==> config.mk <==
export PLATFORM = sky130hd
export DESIGN_NAME = lcd_timing_gen_flat
export DESIGN_NICKNAME = d
export VERILOG_FILES = /design/src/rtl/lcd_timing_gen_if.sv /design/src/rtl/lcd_timing_gen.sv /design/src/flat_wrapper.sv
export SDC_FILE = /design/constraint.sdc
export NUM_CORES = 1
export LEC_CHECK = 0
export CORE_MARGIN = 2
export CORE_UTILIZATION = 40
export CTS_BUF_LIST = sky130_fd_sc_hd__clkbuf_16
export CTS_CLUSTER_DIAMETER = 150
export DETAILED_ROUTE_END_ITERATION = 10
export GPL_TIMING_DRIVEN = 1
export PLACE_DENSITY = 0.67
export RECOVER_POWER = 100
export SYNTH_ARGS = -nofsm -noshare
export SYNTH_HDL_FRONTEND = slang
export SYNTH_SLANG_ARGS = --single-unit
export TNS_END_PERCENT = 30
==> constraint.sdc <==
create_clock -name clk -period 5.3 [get_ports clk]
set_input_delay 1.325 -clock clk [delete_from_list [all_inputs] [get_ports clk]]
set_output_delay 1.325 -clock clk [all_outputs]
set_load 0.03 [all_outputs]
==> src/rtl/lcd_timing_gen_if.sv <==
// LCD timing bundle: panel-side sync/DE/clock and the fetch-side pixel stream.
// master drives everything (the generator); slave observes (panel/fetch logic).
interface lcd_timing_gen_if #(
  parameter int CNT_W  = 11,
  parameter int ADDR_W = 17
);
  logic              lcd_clk;
  logic              lcd_hsync;
  logic              lcd_vsync;
  logic              lcd_de;
  logic              o_valid;
  logic [CNT_W-1:0]  o_x;
  logic [CNT_W-1:0]  o_y;
  logic [ADDR_W-1:0] addr;
  logic              o_vblank;
  logic              frame_start;
  logic              line_start;

  modport master (
    output lcd_clk, lcd_hsync, lcd_vsync, lcd_de,
    output o_valid, o_x, o_y, addr, o_vblank,
    output frame_start, line_start
  );

  modport slave (
    input lcd_clk, lcd_hsync, lcd_vsync, lcd_de,
    input o_valid, o_x, o_y, addr, o_vblank,
    input frame_start, line_start
  );
endinterface

==> src/rtl/lcd_timing_gen.sv <==
// LCD timing generator: fetch-side pixel stream leading panel sync/DE by PIPE_DLY.
// Ports: clk, rest_n (async low), en (sync run enable), bus (master modport).
module lcd_timing_gen #(
  parameter int H_ACTIVE    = 480,
  parameter int H_FP        = 2,
  parameter int H_SYNC      = 41,
  parameter int H_BP        = 2,
  parameter int V_ACTIVE    = 272,
  parameter int V_FP        = 2,
  parameter int V_SYNC      = 10,
  parameter int V_BP        = 2,
  parameter bit HS_POL      = 1'b0,
  parameter bit VS_POL      = 1'b0,
  parameter int SCALE_SHIFT = 1,
  parameter int PIPE_DLY    = 2,
  parameter int CNT_W       = 11,
  parameter int ADDR_W      = 17
) (
  input  logic clk,
  input  logic rest_n,
  input  logic en,
  lcd_timing_gen_if.master bus
);
  typedef logic [CNT_W-1:0]  cnt_t;
  typedef logic [ADDR_W-1:0] adr_t;

  localparam int H_TOTAL = H_SYNC + H_BP + H_ACTIVE + H_FP;
  localparam int V_TOTAL = V_SYNC + V_BP + V_ACTIVE + V_FP;

  localparam cnt_t H_LAST = cnt_t'(H_TOTAL - 1);
  localparam cnt_t V_LAST = cnt_t'(V_TOTAL - 1);
  localparam cnt_t HS_END = cnt_t'(H_SYNC);
  localparam cnt_t VS_END = cnt_t'(V_SYNC);
  localparam cnt_t HA_BEG = cnt_t'(H_SYNC + H_BP);
  localparam cnt_t VA_BEG = cnt_t'(V_SYNC + V_BP);
  localparam cnt_t HA_END = cnt_t'(H_SYNC + H_BP + H_ACTIVE);
  localparam cnt_t VA_END = cnt_t'(V_SYNC + V_BP + V_ACTIVE);
  localparam cnt_t SMASK  = cnt_t'((1 << SCALE_SHIFT) - 1);
  localparam adr_t FB_W   = adr_t'(H_ACTIVE >> SCALE_SHIFT);

  cnt_t h_cnt, v_cnt;
  logic hs_act, vs_act, h_act, v_act, act;
  cnt_t x, y;

  always_comb begin
    hs_act = h_cnt < HS_END;
    vs_act = v_cnt < VS_END;
    h_act  = (h_cnt >= HA_BEG) && (h_cnt < HA_END);
    v_act  = (v_cnt >= VA_BEG) && (v_cnt < VA_END);
    act    = h_act && v_act;
    x      = h_cnt - HA_BEG;
    y      = v_cnt - VA_BEG;
  end

  always_ff @(posedge clk or negedge rest_n) begin
    if (!rest_n) begin
      h_cnt <= '0;
      v_cnt <= '0;
    end else if (!en) begin
      h_cnt <= '0;
      v_cnt <= '0;
    end else if (h_cnt == H_LAST) begin
      h_cnt <= '0;
      v_cnt <= (v_cnt == V_LAST) ? '0 : v_cnt + cnt_t'(1);
    end else begin
      h_cnt <= h_cnt + cnt_t'(1);
    end
  end

  logic valid, vblank, fs, ls, hs_q, vs_q;
  cnt_t ox, oy;
  adr_t addr_q, row_base;

  always_ff @(posedge clk or negedge rest_n) begin
    if (!rest_n) begin
      valid    <= 1'b0;
      vblank   <= 1'b1;
      fs       <= 1'b0;
      ls       <= 1'b0;
      hs_q     <= 1'b0;
      vs_q     <= 1'b0;
      ox       <= '0;
      oy       <= '0;
      addr_q   <= '0;
      row_base <= '0;
    end else if (!en) begin
      valid    <= 1'b0;
      vblank   <= 1'b1;
      fs       <= 1'b0;
      ls       <= 1'b0;
      hs_q     <= 1'b0;
      vs_q     <= 1'b0;
      ox       <= '0;
      oy       <= '0;
      addr_q   <= '0;
      row_base <= '0;
    end else begin
      valid  <= act;
      vblank <= !v_act;
      fs     <= (h_cnt == '0) && (v_cnt == '0);
      ls     <= h_cnt == '0;
      hs_q   <= hs_act;
      vs_q   <= vs_act;
      ox     <= act ? x : '0;
      oy     <= act ? y : '0;
      // Row base advances only on lines that start a new
      // framebuffer row; replicated lines replay it.
      if (!act) begin
        addr_q <= '0;
      end else if (x == '0) begin
        if (y == '0) begin
          addr_q   <= '0;
          row_base <= '0;
        end else if ((y & SMASK) == '0) begin
          addr_q   <= row_base + FB_W;
          row_base <= row_base + FB_W;
        end else begin
          addr_q <= row_base;
        end
      end else if ((x & SMASK) == '0) begin
        addr_q <= addr_q + adr_t'(1);
      end
    end
  end

  logic [2:0] cur, tap;
  assign cur = {hs_q, vs_q, valid};

  generate
    if (PIPE_DLY == 0) begin : g_nodly
      assign tap = cur;
    end else begin : g_dly
      logic [2:0] sr [PIPE_DLY];
      // Keeps shifting while en is low so the panel drains to idle.
      always_ff @(posedge clk or negedge rest_n) begin
        if (!rest_n) begin
          for (int i = 0; i < PIPE_DLY; i++) sr[i] <= '0;
        end else begin
          sr[0] <= cur;
          for (int i = 1; i < PIPE_DLY; i++) sr[i] <= sr[i-1];
        end
      end
      assign tap = sr[PIPE_DLY-1];
    end
  endgenerate

  assign bus.lcd_clk     = clk & rest_n;
  assign bus.lcd_hsync   = tap[2] ? HS_POL : ~HS_POL;
  assign bus.lcd_vsync   = tap[1] ? VS_POL : ~VS_POL;
  assign bus.lcd_de      = tap[0];
  assign bus.o_valid     = valid;
  assign bus.o_x         = ox;
  assign bus.o_y         = oy;
  assign bus.addr        = addr_q;
  assign bus.o_vblank    = vblank;
  assign bus.frame_start = fs;
  assign bus.line_start  = ls;
endmodule

==> src/flat_wrapper.sv <==
// flat-port wrapper written by rule: the top's interface ports become plain ports
module lcd_timing_gen_flat 
#(
  parameter int H_ACTIVE    = 480,
  parameter int H_FP        = 2,
  parameter int H_SYNC      = 41,
  parameter int H_BP        = 2,
  parameter int V_ACTIVE    = 272,
  parameter int V_FP        = 2,
  parameter int V_SYNC      = 10,
  parameter int V_BP        = 2,
  parameter bit HS_POL      = 1'b0,
  parameter bit VS_POL      = 1'b0,
  parameter int SCALE_SHIFT = 1,
  parameter int PIPE_DLY    = 2,
  parameter int CNT_W       = 11,
  parameter int ADDR_W      = 17
)
  (clk, rest_n, en, bus_lcd_clk, bus_lcd_hsync, bus_lcd_vsync, bus_lcd_de, bus_o_valid, bus_o_x, bus_o_y, bus_addr, bus_o_vblank, bus_frame_start, bus_line_start);
  lcd_timing_gen_if #(.CNT_W(CNT_W), .ADDR_W(ADDR_W)) bus_i ();
  input  logic clk;
  input  logic rest_n;
  input  logic en;
  output wire logic [$bits(bus_i.lcd_clk)-1:0] bus_lcd_clk;
  output wire logic [$bits(bus_i.lcd_hsync)-1:0] bus_lcd_hsync;
  output wire logic [$bits(bus_i.lcd_vsync)-1:0] bus_lcd_vsync;
  output wire logic [$bits(bus_i.lcd_de)-1:0] bus_lcd_de;
  output wire logic [$bits(bus_i.o_valid)-1:0] bus_o_valid;
  output wire logic [$bits(bus_i.o_x)-1:0] bus_o_x;
  output wire logic [$bits(bus_i.o_y)-1:0] bus_o_y;
  output wire logic [$bits(bus_i.addr)-1:0] bus_addr;
  output wire logic [$bits(bus_i.o_vblank)-1:0] bus_o_vblank;
  output wire logic [$bits(bus_i.frame_start)-1:0] bus_frame_start;
  output wire logic [$bits(bus_i.line_start)-1:0] bus_line_start;
  assign bus_lcd_clk = bus_i.lcd_clk;
  assign bus_lcd_hsync = bus_i.lcd_hsync;
  assign bus_lcd_vsync = bus_i.lcd_vsync;
  assign bus_lcd_de = bus_i.lcd_de;
  assign bus_o_valid = bus_i.o_valid;
  assign bus_o_x = bus_i.o_x;
  assign bus_o_y = bus_i.o_y;
  assign bus_addr = bus_i.addr;
  assign bus_o_vblank = bus_i.o_vblank;
  assign bus_frame_start = bus_i.frame_start;
  assign bus_line_start = bus_i.line_start;
  lcd_timing_gen #(.H_ACTIVE(H_ACTIVE), .H_FP(H_FP), .H_SYNC(H_SYNC), .H_BP(H_BP), .V_ACTIVE(V_ACTIVE), .V_FP(V_FP), .V_SYNC(V_SYNC), .V_BP(V_BP), .HS_POL(HS_POL), .VS_POL(VS_POL), .SCALE_SHIFT(SCALE_SHIFT), .PIPE_DLY(PIPE_DLY), .CNT_W(CNT_W), .ADDR_W(ADDR_W)) u_core (.clk(clk), .rest_n(rest_n), .en(en), .bus(bus_i));
endmodule
# Word level (Yosys, flattened, before mapping)
# Cells that the tools add are included.
[classes]
addsub = 6
order_cmp = 6
eq_ne = 6
n_mux = 26
bitwise_logic = 1
reduce_logical = 12
[ops]
columns = ["op", "n"]
rows = [
  ["17-bit two-way mux", 9],
  ["11-bit two-way mux", 9],
  ["11-bit zero test", 6],
  ["11-bit by 1-bit adder with 11-bit output, second input constant", 2],
  ["17-bit by 1-bit adder with 17-bit output, second input constant", 1],
  ["17-bit by 8-bit adder with 17-bit output, second input constant", 1],
  ["11-bit by 10-bit equality test with 1-bit output, second input constant", 1],
  ["11-bit by 9-bit equality test with 1-bit output, second input constant", 1],
  ["11-bit by 4-bit >= comparator with 1-bit output, second input constant", 1],
  ["11-bit by 6-bit >= comparator with 1-bit output, second input constant", 1],
  ["11-bit by 10-bit < comparator with 1-bit output, second input constant", 1],
  ["11-bit by 4-bit < comparator with 1-bit output, second input constant", 1],
  ["11-bit by 6-bit < comparator with 1-bit output, second input constant", 1],
  ["11-bit by 9-bit < comparator with 1-bit output, second input constant", 1],
  ["11-bit by 4-bit subtractor with 11-bit output, second input constant", 1],
  ["11-bit by 6-bit subtractor with 11-bit output, second input constant", 1],
  ["1-bit two-way mux", 8],
  ["2-bit by 1-bit != test with 1-bit output, second input constant", 3],
  ["1-bit logical AND", 4],
  ["4-bit != test, second input constant", 1],
  ["2-bit AND reduction", 1],
  ["1-bit bitwise AND", 1],
  ["1-bit zero test", 1],
]
[totals]
reg_bits = 90
inputBits = 3
out_inout_bits = 47
word_cells = 71

# Longest topological paths before layout
[depth]
depth_word = 7
depth_mapped = 10

==> metrics.md <==
| Metric | Value |
|---|---|
| Critical path class | `clk -> out` |
| Chip Height | `~110 microns` |
| Clk pin slew, worst setup/hold paths | `around 0.060 ns` |
| Clock Latency Late Sink | `0.45 ns` |
| CP max stage cell | `dlygate4sd3_1` |
| CTS resizes | `0` |
| NetSw | `approximately 0.00032 W` |
| Outcome | `finished with violations` |
| Rel. slew slack | `-0.683` |
| Max-slew violation count | `51` |
| Crit-path most repeated cell | `clkbuf_16` |
| EDFF count, synth | `0` |
| 1st-pass router iterations | `4` |
| Yosys reg bits | `90` |
| Setup Buffers After CTS | `0` |
| Total global routing overflow | `0` |
| Finish-stage setup viols | `0` |
| Reg area | `0.00225 sq mm` |
| Area of the multi-input gates | `between 0.002 and 0.0025 sq mm` |
| GRT Overall Usage | `0.188` |
| HPWL Detailed | `7800 microns` |
| Die W | `112 microns` |
| DRT Wirelength | `roughly 11000 microns` |
| Asr flop ratio synth | `1.00` |
| Actual slew at the worst max-slew pin | `approximately 2.5 ns` |
| Ports | `50` |
| Ranking of synthesized cells by area | `dfrtp_1, nand2_1, xnor2_1` |
| Post-DR wirelength/cell | `15.8 microns` |
| Pwr Density | `about 270 mW/mm^2` |
| Post-synthesis cell type count | `50` |
| Most common cell in the netlist | `dfrtp_1` |
| DIE AREA | `approximately 0.013 sq mm` |
| Number of global-route vias before repair | `about 3800` |
| Core ar. | `0.0114 sq mm` |
| Critical path launch point type | `clock port` |
| Largest net degree at the start of global routing | `51` |
| Net Sw Frac | `0.216` |
| Critical path's largest stage delay | `0.68 ns` |
| Sequential power share | `0.473` |
| Hold Vio Cnt, Final | `0` |
| Yosys warnings | `0` |
| Area grow syn2layout | `19.4%` |
| Critical Path RT | `slightly below 4 ns` |
| Via count | `between 3000 and 4000` |
| Worst-path maximum fanout | `2` |
| Initial antenna violation count | `0` |
| CTS tree | `built` |
| Total chip power | `0.00149 W` |
| Final setup TNS | `0 ns` |
| Internal power | `0.00116 W` |
| Leakage power | `between 2 and 3 nW` |
| Syn nets | `roughly 530` |
| Syn Std Cell Area | `0.00468 sq mm` |
| Clock share of power | `0.495` |
| Filler cells | `approximately 1100` |
| RSZ-0062 raised after global routing | `false` |
| Initial Utilization | `0.410` |
| Iter 0 DRT Violations | `206` |
| Synth Area per Inst | `about 9 sq um` |
| Failing checks | `max-capacitance violations, max-slew violations` |
| DRC viols | `0` |
| First-pass GRT wire length | `around 19000 microns` |
| Cell Rows | `39` |
| Yosys top cell by area | `dfrtp_1` |
| Hold WC Path Type | `reg -> reg` |
| Mapped Cells | `516` |
| Worst Skew | `0.00835 ns` |
| Max Cap Viol | `1` |
| CTS Hold Bufs | `0` |
| Post-DRT Antenna Nets | `0` |
| Arrival time worst endpoint | `around 3.7 ns` |
| Comb power frac | `0.032` |
| Final net count | `~570` |
| Critical path endpoint category | `output port` |
| Synth top area share | `0.476` |
| Layout cell share with drive strength beyond 1 | `0.0430` |
| Worst-path cell chain | `clkbuf_16 -> clkbuf_16 -> and2_1 -> dlygate4sd3_1` |
| Vias/cell | `approximately 5.5` |
| Primary FF master, synth | `dfrtp_1` |
| RD Place Congestion | `0.874` |
| Register area share after synthesis | `0.481` |
| Top cells by count, synth | `dfrtp_1, nand2_1, nor2_1` |
| Antenna cells | `0` |
| Port Buffers | `49` |
| Maximum vdd drop | `approximately 0.21 mV` |
## cells by family after synthesis
| family | Yosys count | share of synthesized area |
|---|---|---|
| flops | 90 | 0.481 |
| buf+inv | 48 | 0.0417 |
| simple gates | 223 | 0.230 |
| xor+xnor | 49 | 0.0916 |
| compound gates | 94 | 0.124 |
| mux | 2 | 0.00454 |
| fa+ha+maj | 10 | 0.0267 |
## stage by stage
step	hold slack, ns	area [sq um]	instances	worst slack [ns]	util
detailed placement	0.335	5250	683	0.619	0.460
floorplan	0.331	4680	516	1.09	-
global placement	0.332	5250	683	0.619	0.460
global route	0.350	5590	701	0.226	0.490
finish	0.345	5590	701	0.255	0.490
CTS	0.348	5610	701	0.334	0.491
## worst paths after layout
| check | from | endpoint | slack, ns | depth (start not counted) |
|---|---|---|---|---|
| min in group asynchronous | rest_n | u_core.bus.addr[8] | 0.85 | 1 |
| min reg2reg | u_core.g_dly.sr[4] | u_core.tap[1] | 0.35 | 0 |
| min | u_core.g_dly.sr[4] | u_core.tap[1] | 0.35 | 0 |
| max in group asynchronous | rest_n | u_core.row_base[2] | 1.69 | 2 |
| max | clk | bus_lcd_clk | 0.25 | 4 |
| max reg2reg | u_core.h_cnt[0] | u_core.bus.addr[7] | 1.70 | 8 |
## metal layers
layer	track usage	up-vias	wire, microns
met5	0	-	0
li1	-	1850	-
met1	0.255	1916	5110
met4	0.0821	0	192
met2	0.289	91	5250
met3	0.0448	17	518
## layout by cell type, fill, tap and decap left out, types with 6 or more instances in the layout
master          n
a21oi_1        22
o21ai_0        35
or3_1           7
and3_1         17
xnor2_1        26
nor3_1         11
nand2_1        62
xor2_1         23
a211oi_1        7
clkbuf_16      12
nor2_1         57
nand2b_1        6
inv_1          23
nor4_1          6
nand4_1         9
ha_1           10
nand3_1        24
dfrtp_1        89
dlygate4sd3_1  48
## power groups by stage
stage                     registers [W]  logic (W)  clock network, W
after floorplan                0.000711  0.0000262         0.0000117
after global placement         0.000714  0.0000491         0.0000193
after detailed placement       0.000714  0.0000502         0.0000193
after CTS                      0.000702  0.0000503          0.000749
after global routing           0.000703  0.0000541          0.000786
final                          0.000702  0.0000476          0.000736
## state kept, by name, indices dropped and copies added (netlist names)
name                    count
u_core.bus.o_vblank         1
u_core.bus.o_x             11
u_core.v_cnt               11
u_core.vs_q                 1
u_core.bus.line_start       1
u_core.bus.o_y             11
u_core.bus.frame_start      1
u_core.tap                  3
u_core.bus.addr            17
u_core.h_cnt               11
u_core.g_dly.sr             3
u_core.hs_q                 1
u_core.bus.o_valid          1
u_core.row_base            17
## area by class of cell
type | instances | share of cell area
Tap cell | 143 | 0.0320
Clock buffer | 13 | 0.0555
Clock inverter | 6 | 0.00940
Multi-Input combinational cell | 378 | 0.398
Timing Repair Buffer | 51 | 0.0882
Inverter | 20 | 0.0134
Sequential cell | 90 | 0.403
## critical path: cells and delay by family
kind / cells / cell delay (ns)
simple gates: 1 / 0.14
buf+inv: 3 / 0.93
Power figures use the tool's default switching activity.
